`src/rtl/parc_core_reorder_buffer.sv`:
```
// parc_core_reorder_buffer: 16-entry in-order reorder buffer for the 5-stage PARC core.
// Latency: alloc/fill/resolve take effect at the next posedge; commit and bypass are combinational from state.
// Backpressure: rob_alloc_req_rdy drops when all slots are in use; fill/resolve/commit are never stalled.
// Ports: clk/reset (sync, active-high); rob_alloc_req_* / rob_alloc_resp_slot (decode allocation);
//   rob_fill_* (writeback); spec_resolve_* (branch resolution); srcN_byp_* (slot-indexed bypass reads);
//   rob_commit_* (in-order retirement to scoreboard and register file).
module parc_core_reorder_buffer #(
   parameter int NUM_ENTRIES = 16,
   parameter int SLOT_BITS   = 4
) (
   input  logic                 clk,
   input  logic                 reset,
   input  logic                 rob_alloc_req_val,
   output logic                 rob_alloc_req_rdy,
   input  logic [4:0]           rob_alloc_req_preg,
   input  logic                 rob_alloc_req_spec,
   output logic [SLOT_BITS-1:0] rob_alloc_resp_slot,
   input  logic                 rob_fill_val,
   input  logic [SLOT_BITS-1:0] rob_fill_slot,
   input  logic [31:0]          rob_fill_data,
   input  logic                 spec_resolve_val,
   input  logic                 spec_resolve_squash,
   input  logic [SLOT_BITS-1:0] src0_byp_rob_slot,
   output logic [31:0]          src0_byp_data,
   input  logic [SLOT_BITS-1:0] src1_byp_rob_slot,
   output logic [31:0]          src1_byp_data,
   output logic                 rob_commit_wen,
   output logic [SLOT_BITS-1:0] rob_commit_slot,
   output logic                 rob_commit_rf_wen,
   output logic [4:0]           rob_commit_rf_waddr,
   output logic [31:0]          rob_commit_data
);

   localparam logic [SLOT_BITS:0] FULL = (SLOT_BITS+1)'(NUM_ENTRIES);

   logic [NUM_ENTRIES-1:0] valid;
   logic [NUM_ENTRIES-1:0] pending;
   logic [NUM_ENTRIES-1:0] spec;
   logic [NUM_ENTRIES-1:0] squashed;
   logic [4:0]             preg [NUM_ENTRIES];
   logic [31:0]            data [NUM_ENTRIES];

   logic [SLOT_BITS-1:0]   head;
   logic [SLOT_BITS-1:0]   tail;
   logic [SLOT_BITS:0]     count;

   logic                   alloc_fire;
   logic                   fill_hit;

   // Space is judged from the registered count only, so a retirement in the
   // same cycle never makes room for an allocation until the next cycle.
   assign rob_alloc_req_rdy   = (count != FULL);
   assign rob_alloc_resp_slot = tail;
   assign alloc_fire          = rob_alloc_req_val && rob_alloc_req_rdy;
   assign fill_hit            = rob_fill_val && valid[rob_fill_slot];

   // The head waits for its result and for any covering branch to resolve.
   // Squashed entries still drain in order, just without touching the RF.
   assign rob_commit_wen      = valid[head] && !pending[head] && !spec[head];
   assign rob_commit_slot     = head;
   assign rob_commit_rf_wen   = rob_commit_wen && !squashed[head] && (preg[head] != 5'd0);
   assign rob_commit_rf_waddr = preg[head];
   assign rob_commit_data     = data[head];

   // Raw array reads: the scoreboard only selects these for slots it knows are filled.
   assign src0_byp_data = data[src0_byp_rob_slot];
   assign src1_byp_data = data[src1_byp_rob_slot];

   always_ff @(posedge clk) begin
      if (reset) begin
         valid    <= '0;
         pending  <= '0;
         spec     <= '0;
         squashed <= '0;
         head     <= '0;
         tail     <= '0;
         count    <= '0;
      end else begin
         // Resolution acts on pre-edge valid/spec; the alloc write below comes
         // later and therefore wins for the slot allocated this cycle.
         if (spec_resolve_val) begin
            for (int i = 0; i < NUM_ENTRIES; i++) begin
               if (valid[i] && spec[i]) begin
                  spec[i] <= 1'b0;
                  if (spec_resolve_squash)
                     squashed[i] <= 1'b1;
               end
            end
         end

         if (rob_commit_wen) begin
            valid[head] <= 1'b0;
            head        <= head + 1'b1;
         end

         // The tail slot is always invalid when an allocation fires, so this
         // never collides with the head retirement above.
         if (alloc_fire) begin
            valid[tail]    <= 1'b1;
            pending[tail]  <= 1'b1;
            spec[tail]     <= rob_alloc_req_spec;
            squashed[tail] <= 1'b0;
            tail           <= tail + 1'b1;
         end

         if (fill_hit)
            pending[rob_fill_slot] <= 1'b0;

         case ({alloc_fire, rob_commit_wen})
            2'b10:   count <= count + 1'b1;
            2'b01:   count <= count - 1'b1;
            default: count <= count;
         endcase
      end
   end

   // Payload storage carries no reset; only the control bits qualify it.
   always_ff @(posedge clk) begin
      if (!reset) begin
         if (alloc_fire)
            preg[tail] <= rob_alloc_req_preg;
         if (fill_hit)
            data[rob_fill_slot] <= rob_fill_data;
      end
   end

endmodule
```
`config.mk`:
```
export PLATFORM = sky130hd
export DESIGN_NAME = parc_core_reorder_buffer
export DESIGN_NICKNAME = d
export VERILOG_FILES = /design/src/rtl/parc_core_reorder_buffer.sv
export SDC_FILE = /design/constraint.sdc
export NUM_CORES = 1
export LEC_CHECK = 0
export ABC_AREA = 1
export CELL_PAD_IN_SITES_DETAIL_PLACEMENT = 1
export CELL_PAD_IN_SITES_GLOBAL_PLACEMENT = 1
export CORE_ASPECT_RATIO = 0.9
export CORE_MARGIN = 2
export CORE_UTILIZATION = 39
export CTS_BUF_LIST = sky130_fd_sc_hd__clkbuf_8
export CTS_CLUSTER_DIAMETER = 200
export DETAILED_ROUTE_END_ITERATION = 16
export MAX_ROUTING_LAYER = met4
export PLACE_DENSITY = 0.73
export SKIP_LAST_GASP = 1
export SLEW_MARGIN = 30
export SYNTH_ARGS = -nofsm -noshare
export SYNTH_HDL_FRONTEND = slang
export SYNTH_SLANG_ARGS = --single-unit
export TNS_END_PERCENT = 5
```
`constraint.sdc`:
```
create_clock -name clk -period 6.21 [get_ports clk]
set_input_delay 0.621 -clock clk [delete_from_list [all_inputs] [get_ports clk]]
set_output_delay 0.621 -clock clk [all_outputs]
set_load 0.05 [all_outputs]
```
==> impl_metrics.ini <==
[timing]
tns_ns = 0
worst_pin_slew_ns = 1.08
hold_ws_ns = 0.357
post-route-period-util_pct = 79.0
skew_ns = 0.0536
rsz0062_at_grt = no
slew_violations = 0
slew_headroom_pct = 28.0
finalSetupViolations = 0
layout_min_cycle_time_ns = 4.90
hold_violations = 0
clock.fmax_mhz = 204

[critical_path]
ff2ff_path_depth = 20
worst-setup-path-type = flop to primary output
critPathRequiredTime_ns = 5.59
arrival_ns = 4.28
cp_max_fo = 75
start_kind = flop
cp-end-kind = primary output

[yosys]
syn-mean-instance-area_sq_um = 8.53
synth_seq_cells = 673
yosysUniqueCellTypes = 33
yosys_warnings = 0
netlist_area_sq_um = 36800
netlist_instances = 4314
yosysSeqAreaShare_pct = 52.7
syn_nets = 4381

[cts]
clockBufferDepth = 3
ctsRootBufferMaster = clkbuf_8
cts_buffers = 117
ctsHoldBuffers = 0
cts.sinks = 673
clkTransAtPathRegs_ns = 0.06
cts_resized = 0
clkLatencyLatePin_ns = 0.78
cts-htree-levels = 3
cts_setup_buffers = 0
tritoncts = yes

[die]
initial_core_util_pct = 39.5
die_area_sq_um = 96900
die_y_microns = 295
coreArea_sq_um = 93200
fp-row-count = 106
boundaryPins = 168
die_w_microns = 328

[finish]
drive_gt1_share_pct = 6.03
layout_common_cells = o21ai_0, edfxtp_1, nand2_1
area.growth.synth_to_final_pct = 12.7
mostFrequentLayoutCell = o21ai_0
nFillCells = 10900
post-route-util_pct = 44.5
nets = 4370
design_area_sq_um = 41500
final_cells = 5642

[route]
drt_iter0_drc = 3636
ant_nets = 0
routedWlPerCell_microns = 25.2
vias = 34000
wl_microns = 142000
vias_per_cell = 6.03
first_pass_iters = 5
route.detailed.drc = 0

[power]
power_density_nw_per_um2 = 288
worst_ir_drop_vdd_mv = 0.168
p_leak_nw = 15.0

[place]
dpl-instance-area_sq_um = 39300
port_buffers = 167
hpwlAfterDp_microns = 81100
place.gp.congestion = 0.853
dpl.cell_count = 5425

[global_route]
grt_max_degree = 199
first_global_vias = 33800
antenna_found_initial = 5
grt.total_usage_pct = 29.6
grt_first_pass_wirelength_microns = 213000
overflow = 0

[hold_path]
hold_depth = 2
hold_class = primary input to flop

[flow_run]
drv_cap = 0

[outcome]
status = completed
metal layers:
| layer | up-vias | track usage, % | part of all wire [%] | wire (microns) |
|---|---|---|---|---|
| met4 | 0 | 10.4 | 3.3 | 4660 |
| met2 | 1559 | 45.9 | 46 | 64900 |
| met3 | 305 | 3.74 | 7.7 | 11000 |
| met1 | 16800 | 40.1 | 43 | 61500 |
| met5 | - | - | 0 | 0 |
| li1 | 15400 | - | - | - |
sequential cells by signal, indices dropped and copies added (netlist names), named ones only:
signal	count
rob_commit_slot	4
pending	16
count	5
spec	16
data	512
valid	16
rob_alloc_resp_slot	4
preg	80
squashed	16
report_power, final:
group          internal, mW  total (mW)  switching, mW
registers              4.95        5.02         0.0642
clock network          1.99        3.93           1.94
logic                 0.803        3.01           2.20
total                  7.75        12.0           4.20
synth_stat cells:
master,count,area share [%]
a41oi_1,16,0.38
buf_8,1,0.041
nand3_2,1,0.027
o21ai_0,895,12
nand4_1,21,0.36
o31ai_1,1,0.020
nand3_4,1,0.048
inv_1,390,4.0
buf_6,6,0.18
nor2_1,291,3.0
nor2_2,6,0.10
inv_4,1,0.017
nand2_2,5,0.085
buf_1,27,0.28
clkinv_1,1,0.010
o211ai_1,106,2.2
edfxtp_1,592,48
a21oi_1,574,7.8
buf_2,86,1.2
inv_2,4,0.041
nand3_1,196,2.7
o21ai_1,19,0.26
dfxtp_1,81,4.4
nand2_1,575,5.9
buf_4,10,0.20
clkbuf_1,230,2.3
o22ai_1,30,0.51
ha_1,11,0.37
o221ai_1,127,3.0
xor2_1,6,0.14
nor3_1,2,0.027
nor2_8,1,0.054
inv_6,1,0.024
cell type report:
class	count	area (sq um)	area share (%)
flip-flops and latches	673	19400	46.8
multi-input cells	2884	14500	34.9
repair buffers	230	2330	5.62
clock buffers	123	1690	4.08
well taps	1242	1550	3.74
inverters	397	1520	3.66
clock inverters	89	499	1.20
diodes	4	10.0	0.0241
logic make-up (layout without fill, tap and decap cells):
family	Yosys count	count (layout)	share of synthesized area, %
DFF	673	673	52.7
buffers and inverters	757	839	8.28
xor gates and xnor gates	6	6	0.143
adders and majority gates	11	11	0.374
and+or+nand+nor	1099	1099	12.2
other	0	4	0
AOI/OAI and AO/OA	1768	1768	26.3
stage by stage:
step / setup WS (ns) / total power, mW
final: 1.31 / 12.0
after global routing: 1.19 / 12.4
after CTS: 1.30 / 12.0
after detailed placement: 2.09 / 8.08
after global placement: 2.10 / 8.03
after floorplan: 2.81 / 7.04
final timing paths:
kind | to | start | slack, ns
setup reg to reg | count[4]$_SDFFE_PP0P_ | rob_commit_slot[0]$_SDFFE_PP0N_ | 2.28
hold reg to reg | count[4]$_SDFFE_PP0P_ | count[4]$_SDFFE_PP0P_ | 0.49
setup / recovery | rob_commit_data[14] | flop | 1.31
hold / removal | flop | reset | 0.36
critical path: stages, from the launching register on:
cell             delay, ns
dfxtp_4               0.42
inv_4                 0.70
buf_4                 0.46
o21ai_0               0.14
o21ai_0               0.20
o22ai_1               0.14
o21ai_0               0.42
clkdlybuf4s50_1       0.90
Note: power is estimated with default switching activity, not from simulation.
